==> src/rtl/testbus_capture.sv <==
// Test bus capture: once armed, waits for a masked trigger, then logs {timestamp, bus} on every bus change.
// FSM: IDLE (no writes) -> ARMED (wait for trigger) -> CAPTURE (log changes) -> DONE (hold until re-armed).
module testbus_capture #(
    parameter int DEPTH    = 16,
    parameter int TS_WIDTH = 16
) (
    input  logic                      i_CLK,
    input  logic                      i_RESET_n,
    input  logic [7:0]                iv_TEST_BUS,
    input  logic                      i_ARM,
    input  logic [7:0]                iv_TRIG_VALUE,
    input  logic [7:0]                iv_TRIG_MASK,
    output logic [8+TS_WIDTH-1:0]     ov_RD_DATA,
    output logic                      o_RD_VALID,
    input  logic                      i_RD_READY,
    output logic [$clog2(DEPTH):0]    ov_LEVEL,
    output logic                      o_FULL,
    output logic                      o_OVERFLOW,
    output logic                      o_TRIGGERED,
    output logic                      o_LED
);

    localparam int AW = $clog2(DEPTH);
    localparam int LW = AW + 1;
    localparam int DW = 8 + TS_WIDTH;
    localparam logic [LW-1:0] DEPTH_L = LW'(DEPTH);

    typedef enum logic [1:0] {IDLE, ARMED, CAPTURE, DONE} state_t;

    state_t              state;
    logic [TS_WIDTH-1:0] ts_cnt;
    logic [TS_WIDTH-1:0] ts_q;
    logic [7:0]          s_q;
    logic [7:0]          p_q;
    logic [LW-1:0]       cap_cnt;
    logic [DW-1:0]       mem [DEPTH];
    logic [AW-1:0]       wr_ptr;
    logic [AW-1:0]       rd_ptr;
    logic [LW-1:0]       level_next;
    logic [DW-1:0]       wr_data;
    logic                trig_hit;
    logic                wr_req;
    logic                pop;
    logic                push;

    always_ff @(posedge i_CLK or negedge i_RESET_n) begin
        if (!i_RESET_n) begin
            ts_cnt <= '0;
            ts_q   <= '0;
            s_q    <= '0;
            p_q    <= '0;
        end else begin
            ts_cnt <= ts_cnt + TS_WIDTH'(1);
            ts_q   <= ts_cnt;
            s_q    <= iv_TEST_BUS;
            p_q    <= s_q;
        end
    end

    assign trig_hit = ((s_q ^ iv_TRIG_VALUE) & iv_TRIG_MASK) == 8'h00;
    assign wr_req   = ((state == ARMED) && trig_hit) || ((state == CAPTURE) && (s_q != p_q));
    assign pop      = o_RD_VALID && i_RD_READY;
    // A pop in the same cycle frees the slot, so a full FIFO can still take the write.
    assign push     = wr_req && (!o_FULL || pop);
    assign wr_data  = {ts_q, s_q};

    always_comb begin
        level_next = ov_LEVEL;
        if (push && !pop) begin
            level_next = ov_LEVEL + LW'(1);
        end else if (pop && !push) begin
            level_next = ov_LEVEL - LW'(1);
        end
    end

    always_ff @(posedge i_CLK) begin
        if (push) begin
            mem[wr_ptr] <= wr_data;
        end
    end

    always_ff @(posedge i_CLK or negedge i_RESET_n) begin
        if (!i_RESET_n) begin
            wr_ptr     <= '0;
            rd_ptr     <= '0;
            ov_LEVEL   <= '0;
            o_FULL     <= 1'b0;
            o_RD_VALID <= 1'b0;
            ov_RD_DATA <= '0;
        end else begin
            if (push) begin
                wr_ptr <= wr_ptr + AW'(1);
            end
            if (pop) begin
                rd_ptr <= rd_ptr + AW'(1);
            end
            ov_LEVEL   <= level_next;
            o_FULL     <= (level_next == DEPTH_L);
            o_RD_VALID <= (level_next != '0);
            // Head register: bypass the write when the FIFO is (or is about to be) empty.
            if (push && ((ov_LEVEL == '0) || (pop && (ov_LEVEL == LW'(1))))) begin
                ov_RD_DATA <= wr_data;
            end else if (pop && (ov_LEVEL > LW'(1))) begin
                ov_RD_DATA <= mem[rd_ptr + AW'(1)];
            end
        end
    end

    always_ff @(posedge i_CLK or negedge i_RESET_n) begin
        if (!i_RESET_n) begin
            state       <= IDLE;
            cap_cnt     <= '0;
            o_OVERFLOW  <= 1'b0;
            o_TRIGGERED <= 1'b0;
            o_LED       <= 1'b0;
        end else begin
            case (state)
                IDLE, DONE: begin
                    if (i_ARM) begin
                        state       <= ARMED;
                        cap_cnt     <= '0;
                        o_OVERFLOW  <= 1'b0;
                        o_TRIGGERED <= 1'b0;
                    end
                end
                ARMED: begin
                    if (trig_hit) begin
                        state       <= CAPTURE;
                        cap_cnt     <= LW'(1);
                        o_TRIGGERED <= 1'b1;
                        o_LED       <= 1'b1;
                        if (!push) begin
                            o_OVERFLOW <= 1'b1;
                        end
                    end
                end
                CAPTURE: begin
                    if (wr_req) begin
                        cap_cnt <= cap_cnt + LW'(1);
                        if (!push) begin
                            o_OVERFLOW <= 1'b1;
                        end
                        if ((cap_cnt + LW'(1)) == DEPTH_L) begin
                            state <= DONE;
                            o_LED <= 1'b0;
                        end
                    end
                end
                default: begin
                    state <= IDLE;
                    o_LED <= 1'b0;
                end
            endcase
        end
    end

endmodule

==> config.mk <==
export PLATFORM = sky130hd
export DESIGN_NAME = testbus_capture
export DESIGN_NICKNAME = d
export VERILOG_FILES = /design/src/rtl/testbus_capture.sv
export SDC_FILE = /design/constraint.sdc
export NUM_CORES = 1
export LEC_CHECK = 0
export CAP_MARGIN = 20
export CORE_UTILIZATION = 50
export DETAILED_ROUTE_END_ITERATION = 12
export PLACE_DENSITY = 0.74
export SLEW_MARGIN = 20
export SYNTH_ARGS = -nofsm -noshare
export SYNTH_HDL_FRONTEND = slang
export SYNTH_SLANG_ARGS = --single-unit
==> constraint.sdc <==
create_clock -name i_CLK -period 4.7 [get_ports i_CLK]
set_input_delay 0.705 -clock i_CLK [delete_from_list [all_inputs] [get_ports i_CLK]]
set_output_delay 0.705 -clock i_CLK [all_outputs]
set_load 0.02 [all_outputs]
Yosys cells after proc, flatten, opt, wreduce, memory -nomap -nowiden
Memories as Yosys holds them, arrays and structs flattened.
Cells that the tools add are included.
{"block": "word_totals", "ff_bits": 97, "mem_bits_rw": 384, "inputBits": 28, "output_inout_bits": 34, "n_memories": 1}
{"block": "op_classes", "n_addsub": 6, "magnitude_cmp": 1, "eq_ne": 11, "n_mux": 25, "bitwise_logic": 2, "n_reduce_logical": 27}
{"memory": "mem", "depth": 16, "word_bits": 24, "rd": 1, "rd_ports_with_merged_regs": 0, "write_ports": 1, "line_no": "36", "text": "logic [DW-1:0] mem [DEPTH];"}
{"cell": "24-bit 2-to-1 mux", "count": 2}
{"cell": "5-bit 2-to-1 mux", "count": 5}
{"cell": "16-bit by 1-bit adder with 16-bit output, second input constant", "count": 1}
{"cell": "5-bit case mux with 3 select lines", "count": 1}
{"cell": "5-bit by 1-bit adder with 5-bit output, second input constant", "count": 2}
{"cell": "5-bit == test, second input constant", "count": 2}
{"cell": "1-bit logical AND", "count": 9}
{"cell": "1-bit 2-to-1 mux", "count": 9}
{"cell": "4-bit by 1-bit adder with 4-bit output, second input constant", "count": 2}
{"cell": "8-bit AND", "count": 1}
{"cell": "8-bit logical NOT", "count": 1}
{"cell": "2-bit 2-to-1 mux", "count": 4}
{"cell": "8-bit != test", "count": 1}
{"cell": "4-bit AND reduction", "count": 2}
{"cell": "8-bit bitwise XOR", "count": 1}
{"cell": "2-bit != test, second input constant", "count": 3}
{"cell": "2-bit case mux with 3 select lines", "count": 1}
{"cell": "3-bit AND reduction", "count": 2}
{"cell": "2-bit nonzero test", "count": 3}
{"cell": "5-bit by 1-bit == test with 1-bit output, second input constant", "count": 1}
{"cell": "5-bit by 1-bit greater-than comparator with 1-bit output, second input constant", "count": 1}
{"cell": "5-bit logical NOT", "count": 1}
{"cell": "5-bit nonzero test", "count": 1}
{"cell": "5-bit by 1-bit subtractor with 5-bit output, second input constant", "count": 1}
{"cell": "9 further kinds", "count": 15}

Longest topological paths before layout
Gate-level depths: netlist (run 1).
{"block": "logic_depth", "word_depth": 11, "depth_mapped": 10, "mapped_depth_nobuf": 8}

Worst setup path after synthesis (run 1)
OpenSTA, ideal clock, no wires.
{"block": "synth_path", "path_type": "input port to flip-flop", "start": "input iv_TRIG_VALUE[2]", "end": "memory mem[7][0] (netlist bit), enable pin", "setup_time_ns": 0.435, "t_arrival_ns": 3.685, "required_ns": 4.265, "setup_slack_ns": 0.580, "cell_stages": 8, "path_buffers": 1, "path_cell_list": "xor2_1 a22oi_2 nand4_4 o21ai_4 a21boi_1 buf_2 nand2_1 nor3_1"}
{"block": "synth_between", "elab_chain_cells": 8}
{"item": "start, declared", "line_no": "11", "text": "input logic [7:0] iv_TRIG_VALUE,"}
{"item": "8-bit bitwise XOR", "line_no": "60", "text": "assign trig_hit = ((s_q ^ iv_TRIG_VALUE) & iv_TRIG_MASK) == 8'h00;"}
{"item": "8-bit AND", "line_no": "60"}
{"item": "8-bit logical NOT", "line_no": "60"}
{"item": "1-bit logical AND", "line_no": "61", "text": "assign wr_req = ((state == ARMED) && trig_hit) || ((state == CAPTURE) && (s_q != p_q));"}
{"item": "1-bit logical OR", "line_no": "61"}
{"item": "1-bit logical AND", "line_no": "64", "text": "assign push = wr_req && (!o_FULL || pop);"}
{"item": "1-bit 2-to-1 mux", "line_no": "77", "text": "if (push) begin"}
{"item": "1-bit 2-to-1 mux (implied by the code)", "line_no": "78", "text": "mem[wr_ptr] <= wr_data;"}
{"item": "end, declared", "line_no": "36"}
No other way between the ends.

Worst setup path in the final report (run 1)
{"block": "layout_path", "start": "register s_q[1]", "end": "memory mem[0][16] (netlist bit), enable pin"}
{"block": "layout_between", "elab_chain_cells": 8}
{"item": "start, declared", "line_no": "33", "text": "logic [7:0] s_q;"}
{"item": "start signal, assigned", "line_no": "55", "text": "s_q <= iv_TEST_BUS;"}
{"item": "8-bit bitwise XOR", "line_no": "60"}
{"item": "8-bit AND", "line_no": "60"}
{"item": "8-bit logical NOT", "line_no": "60"}
{"item": "1-bit logical AND", "line_no": "61"}
{"item": "1-bit logical OR *", "line_no": "61"}
{"item": "1-bit logical AND *", "line_no": "64"}
{"item": "1-bit 2-to-1 mux *", "line_no": "77"}
{"item": "1-bit 2-to-1 mux (implied by the code) *", "line_no": "78"}
Every way passes the cells marked *; elsewhere a longest branch is shown, timed or not.

==> results of run 1 <==
[per-stage QoR]
stage	instance area [um^2]	util (%)	total power [mW]	hold WS, ns	std cells
2_1_floorplan	18740	-	8.186	0.3729	917
3_3_place_gp	20170	54.83	9.402	0.3901	1449
3_5_place_dp	20170	54.83	9.466	0.3820	1449
4_1_cts	21740	59.10	13.20	0.07906	1537
5_1_grt	21740	59.10	13.61	0.1036	1537
6_report	21740	59.10	13.03	0.08797	1537
[where the power goes]
| part | leakage (nW) | internal, mW | total (mW) | switching (mW) |
|---|---|---|---|---|
| registers | 4.92 | 4.96 | 5.19 | 0.236 |
| clock network | 0.781 | 2.21 | 3.72 | 1.50 |
| logic | 2.00 | 2.03 | 4.12 | 2.09 |
[worst paths after layout]
check                           start        endpoint  slack (ns)
max                            s_q[1]      mem[0][16]        1.30
min                         i_RESET_n          s_q[6]        0.09
min reg2reg                ts_cnt[15]        ts_q[15]        0.39
max in group asynchronous   i_RESET_n  ov_RD_DATA[20]        3.72
min in group i_CLK         ts_cnt[15]        ts_q[15]        0.39
max reg2reg                    s_q[1]      mem[0][16]        1.30
[final cells by class]
type	instances	area [um^2]
fill	2630	15040
sequential	481	13960
multi-input combinational	383	4594
clock buffer	81	1536
timing repair buffer	100	963.4
tap	468	585.6
inverter	17	63.81
clock inverter	7	35.03
[critical path, stage by stage, from the launching register on]
cell and delay, ns:
sky130_fd_sc_hd__dfrtp_1 0.79, sky130_fd_sc_hd__xor2_1 0.16, sky130_fd_sc_hd__a22oi_2 0.23, sky130_fd_sc_hd__nand4_4 0.17, sky130_fd_sc_hd__o21ai_4 0.34, sky130_fd_sc_hd__a21boi_1 0.21, sky130_fd_sc_hd__buf_4 0.19, sky130_fd_sc_hd__nor3b_2 0.23
sky130_fd_sc_hd__and2_1 0.52, sky130_fd_sc_hd__buf_12 0.25
[sequential cells by signal, indices dropped and copies added (netlist names), 2 cells and up]
| name | flops |
|---|---|
| cap_cnt | 5 |
| ts_q | 16 |
| ts_cnt | 16 |
| state | 2 |
| mem | 384 |
| rd_ptr | 4 |
| ov_LEVEL | 5 |
| s_q | 8 |
| wr_ptr | 4 |
| ov_RD_DATA | 24 |
| p_q | 8 |
[layout by cell type (no fill, tap or decap), types with 15 or more instances in the layout]
cell                              instances
sky130_fd_sc_hd__xnor2_1                 23
sky130_fd_sc_hd__buf_4                   35
sky130_fd_sc_hd__o21ai_1                 17
sky130_fd_sc_hd__edfxtp_1               384
sky130_fd_sc_hd__clkbuf_16               49
sky130_fd_sc_hd__mux4_2                 120
sky130_fd_sc_hd__inv_1                   17
sky130_fd_sc_hd__o21ai_0                 15
sky130_fd_sc_hd__dfrtp_1                 96
sky130_fd_sc_hd__nand2_1                 49
sky130_fd_sc_hd__clkdlybuf4s50_1         60
sky130_fd_sc_hd__mux2i_1                 30
sky130_fd_sc_hd__clkbuf_8                19
sky130_fd_sc_hd__xor2_1                  17
[cell families (layout without fill, tap and decap cells)]
family | after synthesis | after routing
and+or+nand+nor | 119 | 119
DFF | 481 | 481
muxes | 150 | 150
xor gates and xnor gates | 42 | 42
buffers and inverters | 53 | 205
AOI/OAI and AO/OA | 57 | 57
adders and majority gates | 15 | 15
[metal layers]
| metal | part of all wire [%] | vias to the layer above | GRT usage [%] |
|---|---|---|---|
| li1 | - | 3896 | - |
| met3 | 5.7 | 61 | 3.282 |
| met5 | 0 | - | 0 |
| met1 | 41 | 4672 | 26.97 |
| met4 | 2.3 | 0 | 5.745 |
| met2 | 51 | 291 | 33.57 |
==> run summary, run 1 <==
The flow ran to the end, and the final reports show no timing, DRC or antenna violations. Counting I/O delays and the setup requirement, the final critical path takes between 3 and 4 ns. The clock passes through at most 3 buffers. Summed over all instances, the cell type with the most area after synthesis is sky130_fd_sc_hd__edfxtp_1.

At the worst endpoint, the required time is between 4 and 5 ns. The wire length of the first global-routing pass came out at 56330 um. The worst-case setup margin in the final layout came out at 1.295 ns.

During I/O placement, the number of pins put on the boundary was between 60 and 70. The period utilization is 72.44%. The number of port buffers is 61.

The number of iterations in the first detailed-routing pass is 5. The number of instances in the synthesized netlist came out at roughly 900. The total number of clock tree sinks is 481. The count of instances resized after the clock tree is built is 0. The detailed router placed around 9k vias in this run.

Setup repair after global routing left no endpoint under its margin. From synthesis to final layout, the design area changed by 16.00%. The worst setup path is launched from a flop.

The global-route total usage across every layer is between 10% and 20%. The post-CTS repair timing setup buffer count came out at 0. The worst setup path is captured at a flop. The dominant synthesized flop cell is sky130_fd_sc_hd__edfxtp_1. The most common cell in the synthesized netlist is sky130_fd_sc_hd__edfxtp_1.

Yosys printed 0 warnings. The average cell area after synthesis is approximately 20 um^2. The routed design has about 37000 um of wire. The share of layout cells above drive strength 1 is 24.13%. The clock-pin slew on the worst setup and hold paths came out at 0.06 ns.

The total leakage power is approximately 7.7 nW. For the worst flop-to-flop path, the logic depth is 9. The core area is 36790 um^2. The root buffer cell chosen for the clock tree is sky130_fd_sc_hd__clkbuf_16.

The slew at the pin closest to its max-slew limit came out at about 1.1 ns. The net count after synthesis is 960. The worst-skew pair later-pin latency came out at around 0.55 ns.

Entering global routing, the biggest net connects 98 pins. The critical path data arrival time is 3.65 ns. The synthesized-area fraction occupied by ao, oa, aoi and oai cells came out at under 10%. The type of the worst setup path is reg -> reg. The routability-driven placement congestion ratio came out at 0.7809. The number of vias per cell after detailed routing is 5.804. The height of the die is between 150 and 200 um. The tightest min-delay check is of the in -> async type. The synthesized-area fraction occupied by adder cells came out at 1.001%. The number of flops mapped to enable cells by yosys came out at 384. After synthesis, the largest family of logic cells by area is multiplexers.

Yosys mapped the design onto 43 distinct sky130hd cell types. IR analysis of the VDD net gives a maximum drop of ~0.44 mV. The floorplan has 70 rows.

The antenna diode count is 0. The routed wire length per instance came out at between 20 and 25 um. The remaining global-route overflow is 0. For this run, design rule violations remaining after detail routing come to 0. The number of buffers inserted for hold repair after clock tree synthesis is 0. In this run, synthesis produced a sequential element count of 481. The number of antenna violations at the first check in global routing is 0.

The effective utilization at floorplan is 50.95%. The relative max-transition margin came out at 24.29%. The HPWL after detailed placement is 21760 um.

The number of nets in the layout is about 1.1k. The number of buffers created by CTS is between 40 and 50. The share of synthesized registers carrying an async set or reset came out at 20.17%. Summed over its instances, the top area cell type makes up 61.53% of the synthesized netlist area. The number of design-rule violations left by the first detailed-router iteration came out at around 730. Ranked by total cell area, the synthesized netlist is headed by sky130_fd_sc_hd__edfxtp_1 62%, sky130_fd_sc_hd__mux4_2 14%, sky130_fd_sc_hd__dfrtp_1 13%. The mux contribution to synthesized area is 16.02%.

The number of setup violations in the final report is 0. The number of global-route vias before repair was 9400. In this run the cell area of the synthesized design comes to 18740 um^2. TritonCTS built the clock tree. The total power density per cell area came out at 599.2 nW/um^2. The clock arrives with between 0.009 and 0.01 ns of skew. The number of failing hold endpoints at the final stage is 0. Ranked by instance count, the synthesized netlist is headed by 384 x sky130_fd_sc_hd__edfxtp_1, 120 x sky130_fd_sc_hd__mux4_2, 97 x sky130_fd_sc_hd__dfrtp_1, 49 x sky130_fd_sc_hd__nand2_1, 30 x sky130_fd_sc_hd__mux2i_1. Once detail routing completed, the nets flagged for antenna violations numbered 0. In this run the worst path has a maximum fanout of 20. After synthesis, flip-flops and latches occupy 74.48% of the total area. The post-synthesis simple-gate area fraction came out at 3.178%. The upper clock frequency limit came out at 0.2937 GHz. Prior to clock tree synthesis, the placed netlist has a worst setup slack of 0.8823 ns. The final total negative setup slack came out at 0 ns. The H-tree level count came out at 2. The number of max-slew violations in the final report came to 0. The area enclosed by the die boundary is 38260 um^2.

The number of max-capacitance violations reported is 0. The xor-xnor portion of the synthesized cell area is under 10%. The chip width came out at 195.6 um.
No activity file was read; power rests on OpenSTA's default activity.
==> run 2, diff against run 1 <==
==> constraint.sdc (replaced) <==
create_clock -name i_CLK -period 3.4 [get_ports i_CLK]
set_input_delay 0.51 -clock i_CLK [delete_from_list [all_inputs] [get_ports i_CLK]]
set_output_delay 0.51 -clock i_CLK [all_outputs]
set_load 0.02 [all_outputs]
==> run 2 against run 1 <==
- clock power rose by 52%
- count of clock-buffer cells in the layout fell by 16
- combinational power rose by 46%
- cell count rose by 0.46%
- flip-flop and latch count did not move
- critical path type unchanged
- die area did not move
- critical endpoint is now mem[1][18]
- global-route usage rose by 1.5 points
- clock skew fell by 0.0015 ns
- first-iteration DRC count rose by 36%
- sequential power rose by 39%
- maximum frequency rose by 12%
==> run summary, run 2 (synthesized netlist as in run 1, its figures left out) <==
The H-tree level count is 2 (unchanged). On the critical path, the stage with the largest delay is an instance of sky130_fd_sc_hd__dfrtp_1. The number of nets in the layout is 1081 (+0.65%). The post-CTS repair timing setup buffer count is 0 (unchanged).

The number of buffers inserted for hold repair after clock tree synthesis is 0 (unchanged). The clock-pin slew on the worst setup and hold paths came out at 0.06 ns (about the same). The number of buffers created by CTS came to 48 (unchanged).

The worst register-to-register path begins at s_q[4]. The endpoint identified for the worst register-to-register timing path is mem[1][18]. The number of max-slew violations in the final report is 0 (unchanged).

The number of failing hold endpoints at the final stage came out at 0 (unchanged). The chip width is 195.6 um (unchanged). The global-route total usage across every layer came to 21.42% (+1.5 points).

STA classifies the critical path startpoint as a flop. The worst min-delay path category is in -> async. The largest registers in the layout are mem x384, ov_RD_DATA x24. Traced cell by cell, the critical path runs through xor2_1 > a22oi_2 > nand4_4 > o21ai_4 > a21boi_1 > buf_4 > nor3b_2 > and2_1 > buf_4. The worst clock skew is 0.007850 ns (-0.001454 ns). The slack of the worst reg-to-reg path is 0.37 ns (-0.93 ns). The HPWL after detailed placement came out at 24080 um (+11%). The type of the worst setup path is reg -> reg. The number of global-route vias before repair came out at 9460 (+0.64%).

The number of antenna violations at the first check in global routing came out at 0 (unchanged). The largest net degree at the start of global routing came out at 58 (-41%). The sort of element at the end of the critical path is a flop. The total number of clock tree sinks came out at 481 (unchanged). The worst-skew pair later-pin latency is 0.54 ns (about the same).

The core area came to 36790 um^2 (unchanged). The routability-driven placement congestion ratio came out at 0.7922 (+1.4%). The worst-case clock buffer depth is 3 (unchanged). The number of iterations in the first detailed-routing pass is 5 (unchanged). The number of top-level pins came out at 62 (unchanged). The wire length of the first global-routing pass is 59840 um (+6.2%). The slew at the pin closest to its max-slew limit was 0.8409 ns (-0.2929 ns). The total leakage power came to 7.807 nW (+1.4%). The critical path data arrival time was 3.26 ns (-0.39 ns). The final total negative setup slack came out at 0 ns (unchanged). The TritonCTS clock tree is yes.

The remaining global-route overflow is 0 (unchanged). The root buffer selected by CTS is sky130_fd_sc_hd__clkbuf_16. The number of design-rule violations left by the first detailed-router iteration came out at 987 (+36%). The number of port buffers came out at 61 (unchanged). The minimum clock period is 3.035 ns (-0.3696 ns). From synthesis to final layout, the design area changed by 17.59%. The antenna diode count came out at 0 (unchanged).

The number of max-capacitance violations reported came out at 0 (unchanged). More flip-flops sit in one register than any other, and that register is mem. The site row count is 70 (unchanged). The area enclosed by the die boundary is 38260 um^2 (unchanged). The total power density per cell area is 857.2 nW/um^2 (+43%). The share of layout cells above drive strength 1 is 24.54% (+0.40 points).

The number of inserted filler cells in the final layout came out at 2564 (-2.5%). The most prevalent standard cell on the critical path is sky130_fd_sc_hd__buf_4. The flow ran to the end, and the final reports show no timing, DRC or antenna violations. Setup repair after global routing left no endpoint under its margin. The worst supply voltage drop on vdd is 0.5303 mV (+20%). The via count was 9149 (+2.6%).

The maximum fanout along the worst path came out at 20 (unchanged). The total power draw was 18.89 mW (+45%). The count of cells along the worst register-to-register path came to 9 (unchanged). The effective utilization at floorplan is 50.95% (unchanged). The period utilization came out at 89.26% (+17 points). The routed wire length per instance came out at 25.49 um (+6.9%). The post-layout utilization of the core is 59.91% (+0.81 points). Leaving out fill and tap cells, the most frequent cell in the layout is sky130_fd_sc_hd__edfxtp_1. The upper clock frequency limit came out at 0.3295 GHz (+12%). The number of vias per cell after detailed routing is 5.926 (+2.1%). The worst hold margin came out at 0.01599 ns (-0.07198 ns). The height of the die is 195.6 um (unchanged). The number of setup violations in the final report came out at 0 (unchanged). The data required time at the worst endpoint came to 3.62 ns (-1.33 ns). The sequential cell area came to 13960 um^2 (unchanged). The total routed wirelength came to 39360 um (+7.4%). The flip-flop count of the largest register, all copies and words added came to 384 (unchanged). The count of instances resized after the clock tree is built is 0 (unchanged).

The final antenna-violating net count came out at 0 (unchanged). The number of remaining DRC errors came out at 0 (unchanged). The maximum cell stage delay along the critical path came out at 0.89 ns (+0.10 ns). The relative max-transition margin is 43.94% (+20 points). The multi-input gate area in the final layout came to 4594 um^2 (unchanged). Leaving out fill and tap cells, the most frequent cells in the layout are 384 x sky130_fd_sc_hd__edfxtp_1, 120 x sky130_fd_sc_hd__mux4_2, 96 x sky130_fd_sc_hd__dfrtp_1.
run 2: cell count changes in the layout (fill, tap and decap cells not counted), sizes merged:
cell / before / now
clkbuf: 81 / 65
bufinv: 0 / 10
buf: 40 / 47
clkinv: 6 / 10
clkinvlp: 0 / 3
inv: 18 / 17
run 2: metrics by stage:
step	setup slack, ns	cells	instance area, um^2
global route	0.1804	1544	22040
global placement	0.3352	1456	20330
finish	0.3650	1544	22040
CTS	0.3772	1544	22040
floorplan	-0.5646	917	18740
detailed placement	0.2703	1456	20330
run 2: area by class of cell:
cell class	instances	share of cell area (%)
clock buffers	65	6.063
clock inverters	23	1.669
inverters	17	0.2895
multi-input cells	383	20.85
flip-flops and latches	481	63.35
well taps	468	2.657
repair buffers	107	5.121
run 2: worst max path at each step:
stage	startpoint	cells past startpoint	end
after floorplan	s_q[2]	8	mem[7][0]
after global placement	iv_TRIG_VALUE[2]	10	mem[1][11]
after detailed placement	iv_TRIG_VALUE[2]	10	mem[2][11]
after CTS	s_q[4]	9	mem[1][18]
after global routing	s_q[0]	9	mem[15][10]
final	s_q[4]	9	mem[1][18]
run 2: critical path, delay by kind of cell (launching register included):
family,cells,cell delay [ns]
DFF,1,0.89
buffers and inverters,2,0.47
and+or+nand+nor,3,0.60
AOI/OAI and AO/OA,3,0.56
xor gates and xnor gates,1,0.18
run 2: per-layer routing:
layer	share of wire [%]	global-route usage, %	routed length (um)
met5	0	0	0
met4	2.2	5.395	863
met3	6.7	3.282	2637
met2	49	34.66	19310
met1	42	30.87	16550
run 2: power by group:
part | switching, mW | internal [mW] | total [mW]
clock | 2.13 | 3.51 | 5.64
sequential | 0.378 | 6.85 | 7.23
combinational | 3.10 | 2.93 | 6.03
==> run 3, diff against run 2 <==
--- a/config.mk
+++ b/config.mk
@@ -6,9 +6,11 @@
 export NUM_CORES = 1
 export LEC_CHECK = 0
 export CAP_MARGIN = 20
+export CELL_PAD_IN_SITES_DETAIL_PLACEMENT = 1
+export CELL_PAD_IN_SITES_GLOBAL_PLACEMENT = 1
 export CORE_UTILIZATION = 50
 export DETAILED_ROUTE_END_ITERATION = 12
-export PLACE_DENSITY = 0.74
+export PLACE_DENSITY = 0.81
 export SLEW_MARGIN = 20
 export SYNTH_ARGS = -nofsm -noshare
 export SYNTH_HDL_FRONTEND = slang
==> constraint.sdc (replaced) <==
create_clock -name i_CLK -period 2.9 [get_ports i_CLK]
set_input_delay 0.435 -clock i_CLK [delete_from_list [all_inputs] [get_ports i_CLK]]
set_output_delay 0.435 -clock i_CLK [all_outputs]
set_load 0.02 [all_outputs]
==> run 3 against run 2 <==
- critical path depth is the same
- cell area grew 0.83%
- worst setup slack lost 0.20 ns
- non-clock buffer count grew 7
- total power grew 18%
- sequential share of layout area shrank 0.50 points
- clock power grew 10%
- highest routed layer unchanged
==> run summary, run 3 (synthesized netlist as in run 1, its figures left out) <==
The number of vias per cell after detailed routing was 6.041 (+2.0%). The via count came out at 9388 (+2.6%). The remaining global-route overflow was 0 (unchanged). The relative max-transition margin is 41.02% (-2.9 points). The period utilization is 94.42% (+5.2 points). STA classifies the critical path startpoint as a flop. The area enclosed by the die boundary came to 38260 um^2 (unchanged). TritonCTS built the clock tree. The cell internal power dissipation came out at 15.27 mW (+15%). The worst clock skew came out at 0.01674 ns (+0.008887 ns). The number of max-slew violations in the final report is 0 (unchanged). The switching power as a share of total power is 31.35% (+1.7 points).

The data required time at the worst endpoint came out at 3.16 ns (-0.46 ns). The flip-flop count of the largest register, all copies and words added is 384 (unchanged). The placed instance area came to 20630 um^2 (+1.5%). The total number of clock tree sinks came to 481 (unchanged). The area growth from synthesis to layout is 18.57%. The total power density per cell area came out at 1001 nW/um^2 (+17%).

In the layout the commonest cells are 384 x sky130_fd_sc_hd__edfxtp_1, 120 x sky130_fd_sc_hd__mux4_2, 91 x sky130_fd_sc_hd__dfrtp_1. The number of top-level pins came out at 62 (unchanged). In this run the most used layer during global routing was met2. The count of buffering cells on the critical path with inverters included came out at 2 (unchanged). The largest registers in the layout are mem x384, ov_RD_DATA x24. The total routed wirelength was 45250 um (+15%). The number of failing hold endpoints at the final stage is 0 (unchanged). Counting flops per register, the top entry is mem.

The H-tree level count came out at 2 (unchanged). STA classifies the critical path endpoint as a flop. The clock-pin slew on the worst setup and hold paths came out at 0.06 ns (about the same).

The flow ran to the end, and the final reports show no timing, DRC or antenna violations. The chip width was 195.6 um (unchanged). The worst-skew pair later-pin latency came out at 0.56 ns (+0.02 ns). The worst-case clock buffer depth is 3 (unchanged).

The number of iterations in the first detailed-routing pass is 5 (unchanged). Setup repair after global routing left no endpoint under its margin. The post-place setup slack came out at -0.1623 ns (-0.4326 ns). The routed wire length per instance was 29.12 um (+14%). The core area is 36790 um^2 (unchanged). The worst-case setup margin in the final layout came to 0.1618 ns (-0.2032 ns).

The met1 track demand over resource in global routing came out at 34.99% (+4.1 points). The global-route total usage across every layer is 24.80% (+3.4 points). The maximum fanout along the worst path came out at 19 (-5.0%). The total placed cells including tap cells came out at 1462 (+0.41%).

The total power draw is 22.24 mW (+18%). The number of antenna violations at the first check in global routing came to 1 (+1). The routability-driven placement congestion ratio came to 0.8377 (+5.7%).

The number of remaining DRC errors is 0 (unchanged). Traced cell by cell, the critical path runs through buf_4 > xnor2_1 > nand4_1 > o21ai_1 > o21ai_4 > a21boi_2 > nor3b_2 > and2_2 > buf_12. The kind of cell with the highest combined delay along the critical path is simple AND/OR/NAND/NOR gates. The switching power of the nets is 6.973 mW (+24%). The worst hold margin came to 0.3001 ns (+0.2841 ns).

The maximum cell stage delay along the critical path is 0.41 ns (-0.48 ns). The combinational group share of total power came out at 33.9% (+2.0 points). The fraction of met3 tracks used by global routing came out at 4.249% (+0.97 points). The total leakage power came out at 7.851 nW (+0.56%). The slew at the pin closest to its max-slew limit came out at 0.8847 ns (+0.04377 ns).

The upper clock frequency limit is 0.3652 GHz (+11%). The number of design-rule violations left by the first detailed-router iteration came out at 723 (-27%). The commonest non-fill, non-tap cell in the layout is sky130_fd_sc_hd__edfxtp_1.

The effective utilization at floorplan came out at 50.95% (unchanged). The HPWL after detailed placement came out at 29820 um (+24%). The worst supply voltage drop on vdd was 0.5198 mV (-2.0%). The number of buffers created by CTS came to 49 (+2.1%). The wire length of the first global-routing pass is 68050 um (+14%). The global-route met2 utilization came out at 40.41% (+5.8 points).

The final antenna-violating net count came out at 0 (unchanged). The finished layout cell area came out at 22220 um^2 (+0.83%). The post-layout utilization of the core came to 60.41% (+0.50 points). Clock tree synthesis selected as its root buffer the cell sky130_fd_sc_hd__clkbuf_16. The site row count is 70 (unchanged).

The non-filler instance count after layout was 1554 (+0.65%). The largest net degree at the start of global routing came out at 58 (unchanged). The number of global-route vias before repair is 10.29k (+8.8%).

The number of port buffers came to 61 (unchanged). The minimum clock period was 2.738 ns (-0.2968 ns). The final total negative setup slack is 0 ns (unchanged). The largest individual stage delay along the critical path comes from the cell sky130_fd_sc_hd__dfrtp_2.

The worst min-delay path category is in -> async. The number of max-capacitance violations reported came to 0 (unchanged). The number of nets in the layout came out at 1089 (+0.74%). The antenna diode count is 0 (unchanged).

The register share of total power came out at 38.2% (about the same). The clock power share came out at 27.9% (-1.9 points). The height of the die is 195.6 um (unchanged).

The type of the worst setup path is reg -> reg. The share of layout cells above drive strength 1 came out at 25.69% (+1.2 points). The critical path data arrival time is 3.00 ns (-0.26 ns). The number of setup violations in the final report is 0 (unchanged).
-- run 3: cell types whose count changed in the layout (fill, tap and decap cells not counted), sizes merged --
cell         before  now
dlygate4sd3       0    1
clkinv           10   12
buf              47   53
clkbuf           65   71
clkinvlp          3    1
inv              17   20
bufinv           10    4
-- run 3: layout make-up --
cell class / count / area (um^2)
tap: 468 / 585.6
inverter: 17 / 63.81
timing repair buffer: 114 / 1396
multi-input combinational: 383 / 4631
clock inverter: 20 / 209.0
sequential: 481 / 13970
fill: 3117 / 14560
clock buffer: 71 / 1369
-- run 3: worst paths after layout --
path / to / slack [ns] / startpoint / cells after the start
worst max-delay path: mem[2][10] / 0.16 / s_q[6] / 9
worst min-delay path: p_q[2] / 0.30 / i_RESET_n / 2
worst max register to register: mem[2][10] / 0.16 / s_q[6] / 9
worst min register to register: ts_q[15] / 0.42 / ts_cnt[15] / 0
max in group asynchronous: ov_RD_DATA[17] / 1.86 / i_RESET_n / 3
min in group i_CLK: s_q[6] / 0.31 / iv_TEST_BUS[6] / 1
-- run 3: routing by layer --
metal | vias to the layer above | wire length, um | share of wire, %
li1 | 3934 | - | -
met1 | 5010 | 18510 | 41
met2 | 369 | 22440 | 50
met3 | 75 | 3193 | 7.1
met4 | 0 | 1105 | 2.4
met5 | - | 0 | 0
-- run 3: timing repair --
action	4_1_cts	5_1_grt
endpoints found under the hold margin	15	0
resized for setup	0	0
hold buffers	1	0
setup buffers	0	0
-- run 3: power groups by stage --
stage / registers [mW] / clock network, mW / logic (mW)
after global routing: 8.55 / 6.52 / 8.00
after global placement: 8.58 / 0 / 7.24
after floorplan: 8.71 / 0 / 4.61
after detailed placement: 8.63 / 0 / 7.54
after CTS: 8.50 / 6.31 / 7.61
final: 8.50 / 6.21 / 7.53
==> edit, RTL diff (config.mk and constraints of run 1) <==
Encoding of `state_t`: now one-hot (4 bits for 4 states).
--- a/src/rtl/testbus_capture.sv
+++ b/src/rtl/testbus_capture.sv
@@ -25,7 +25,7 @@
     localparam int DW = 8 + TS_WIDTH;
     localparam logic [LW-1:0] DEPTH_L = LW'(DEPTH);
 
-    typedef enum logic [1:0] {IDLE, ARMED, CAPTURE, DONE} state_t;
+    typedef enum logic [3:0] {IDLE = 4'b0001, ARMED = 4'b0010, CAPTURE = 4'b0100, DONE = 4'b1000} state_t;
 
     state_t              state;
     logic [TS_WIDTH-1:0] ts_cnt;
Formal check against the unedited RTL: same outputs for any inputs over 4 cycles, from zero or initial values and one cycle with i_RESET_n low; so few cycles prove little.
==> edit against run 1 <==
- synthesized area about the same
- die area about the same
- cell count increased by 0.72%
- setup slack got worse by 94 ps
- final area increased by 0.52%
- sequential cell count increased by 2
- routed wire length increased by 5.8%
- power decreased by 5.5%
==> edit: results (changes against run 1) <==
[cells_and_area]
nets=1081  ; was 1074
final_layout_size_suffix_gt1_share_pct=25.37  ; was 24.13%

[global_routing]
antenna_found_initial=1  ; was 0
grt_pass1_vias=9607  ; was 9400
grt_usage_pct=21.05  ; was 19.92%
grt_first_pass_wirelength_mm=59.34  ; was 56.33 mm

[placement]
gp_congestion=0.7800  ; was 0.7809
dpl_cell_area_sq_um=20260  ; was 20170 sq um
place_inst=1460  ; was 1449
dpl.hpwl_mm=22.43  ; was 21.76 mm

[detailed_routing]
wl_per_cell_um=25.03  ; was 23.84 um
wirelength_mm=38.75  ; was 36.64 mm
via_per_inst=5.924  ; was 5.804
drtIter0Drc=877  ; was 728

[yosys]
postSynthAreaPerCell_sq_um=20.21  ; was 20.44 sq um
ys_top_cells_by_area=edfxtp_1, mux4_2, dfrtp_1  ; unchanged
synth.distinct_cells=47  ; was 43
synthTopCellsByCount=edfxtp_1, mux4_2, dfrtp_1  ; unchanged
yosysSeqAreaShare_pct=74.79  ; was 74.48%
syn_nets=967  ; was 960

[pwr]
p_leak_nw=7.288  ; was 7.702 nW
p_clk_mw=3.83  ; was 3.72 mW
p_clk_share_pct=31.1  ; was 28.5%
irDropWorstVdd_uv=514.3  ; was 443.4 uV
cell_internal_pwr_mw=8.774  ; was 9.199 mW
pg_comb_mw=3.45  ; was 4.12 mW

[status]
outcome=finished clean  ; unchanged

[sta]
worst_pin_slew_ps=752.9  ; was 1134 ps
skew_ps=25.40  ; was 9.303 ps

[clock_tree]
clkSlewWorstSetupHoldPaths_ps=60  ; about the same
ctsHoldBuffers=0  ; unchanged
cts_made_buffers=47  ; was 48

[worst_setup_path]
worstPathArrival_ps=3750  ; was 3650 ps

edit: critical path, cell delays in order (launching register included):
cell      delay, ps
dfrtp_1         830
xor2_1          170
a22oi_2         230
nand2_2         100
o31ai_4         220
buf_4           260
a21boi_2        410
nand2_1         260
nor3_2          440
buf_12          240
edit: cell families after synthesis:
| family | count (synthesis) | share of synthesized area, % |
|---|---|---|
| AOI/OAI and AO/OA | 62 | 2.077 |
| xor gates and xnor gates | 43 | 2.011 |
| adders and majority gates | 12 | 0.8015 |
| buffers and inverters | 46 | 1.049 |
| DFF | 483 | 74.79 |
| muxes | 148 | 15.92 |
| and+or+nand+nor | 133 | 3.347 |
edit: final timing paths:
kind	from	end	slack [ps]	cells after the start
worst min register to register	ts_cnt[15]	ts_q[15]	390	0
max in group asynchronous	i_RESET_n	ov_RD_DATA[1]	3640	2
worst max register to register	s_q[7]	mem[3][3]	1200	9
worst min-delay path	i_RESET_n	s_q[7]	130	1
min in group i_CLK	ts_cnt[15]	ts_q[15]	390	0
worst max-delay path	s_q[7]	mem[3][3]	1200	9
edit: metal layers:
metal	track usage, %	share of wire [%]
met1	28.79	40
met2	35.30	51
met3	3.161	5.8
met4	6.328	2.2
met5	0	0.021
edit: metrics by stage:
step / hold slack, ps / worst slack [ps]
2_1_floorplan: 372.9 / 407.3
3_3_place_gp: 383.0 / 1023
6_report: 125.5 / 1201
4_1_cts: 147.6 / 1167
3_5_place_dp: 383.1 / 875.1
5_1_grt: 157.1 / 908.1
edit: final cells by class:
| cell class | count | area [sq um] |
|---|---|---|
| tap | 468 | 585.6 |
| timing repair buffer | 102 | 985.9 |
| clock inverter | 31 | 306.5 |
| inverter | 9 | 33.78 |
| fill | 2530 | 14840 |
| clock buffer | 57 | 1285 |
| sequential | 483 | 14010 |
| multi-input combinational | 398 | 4643 |
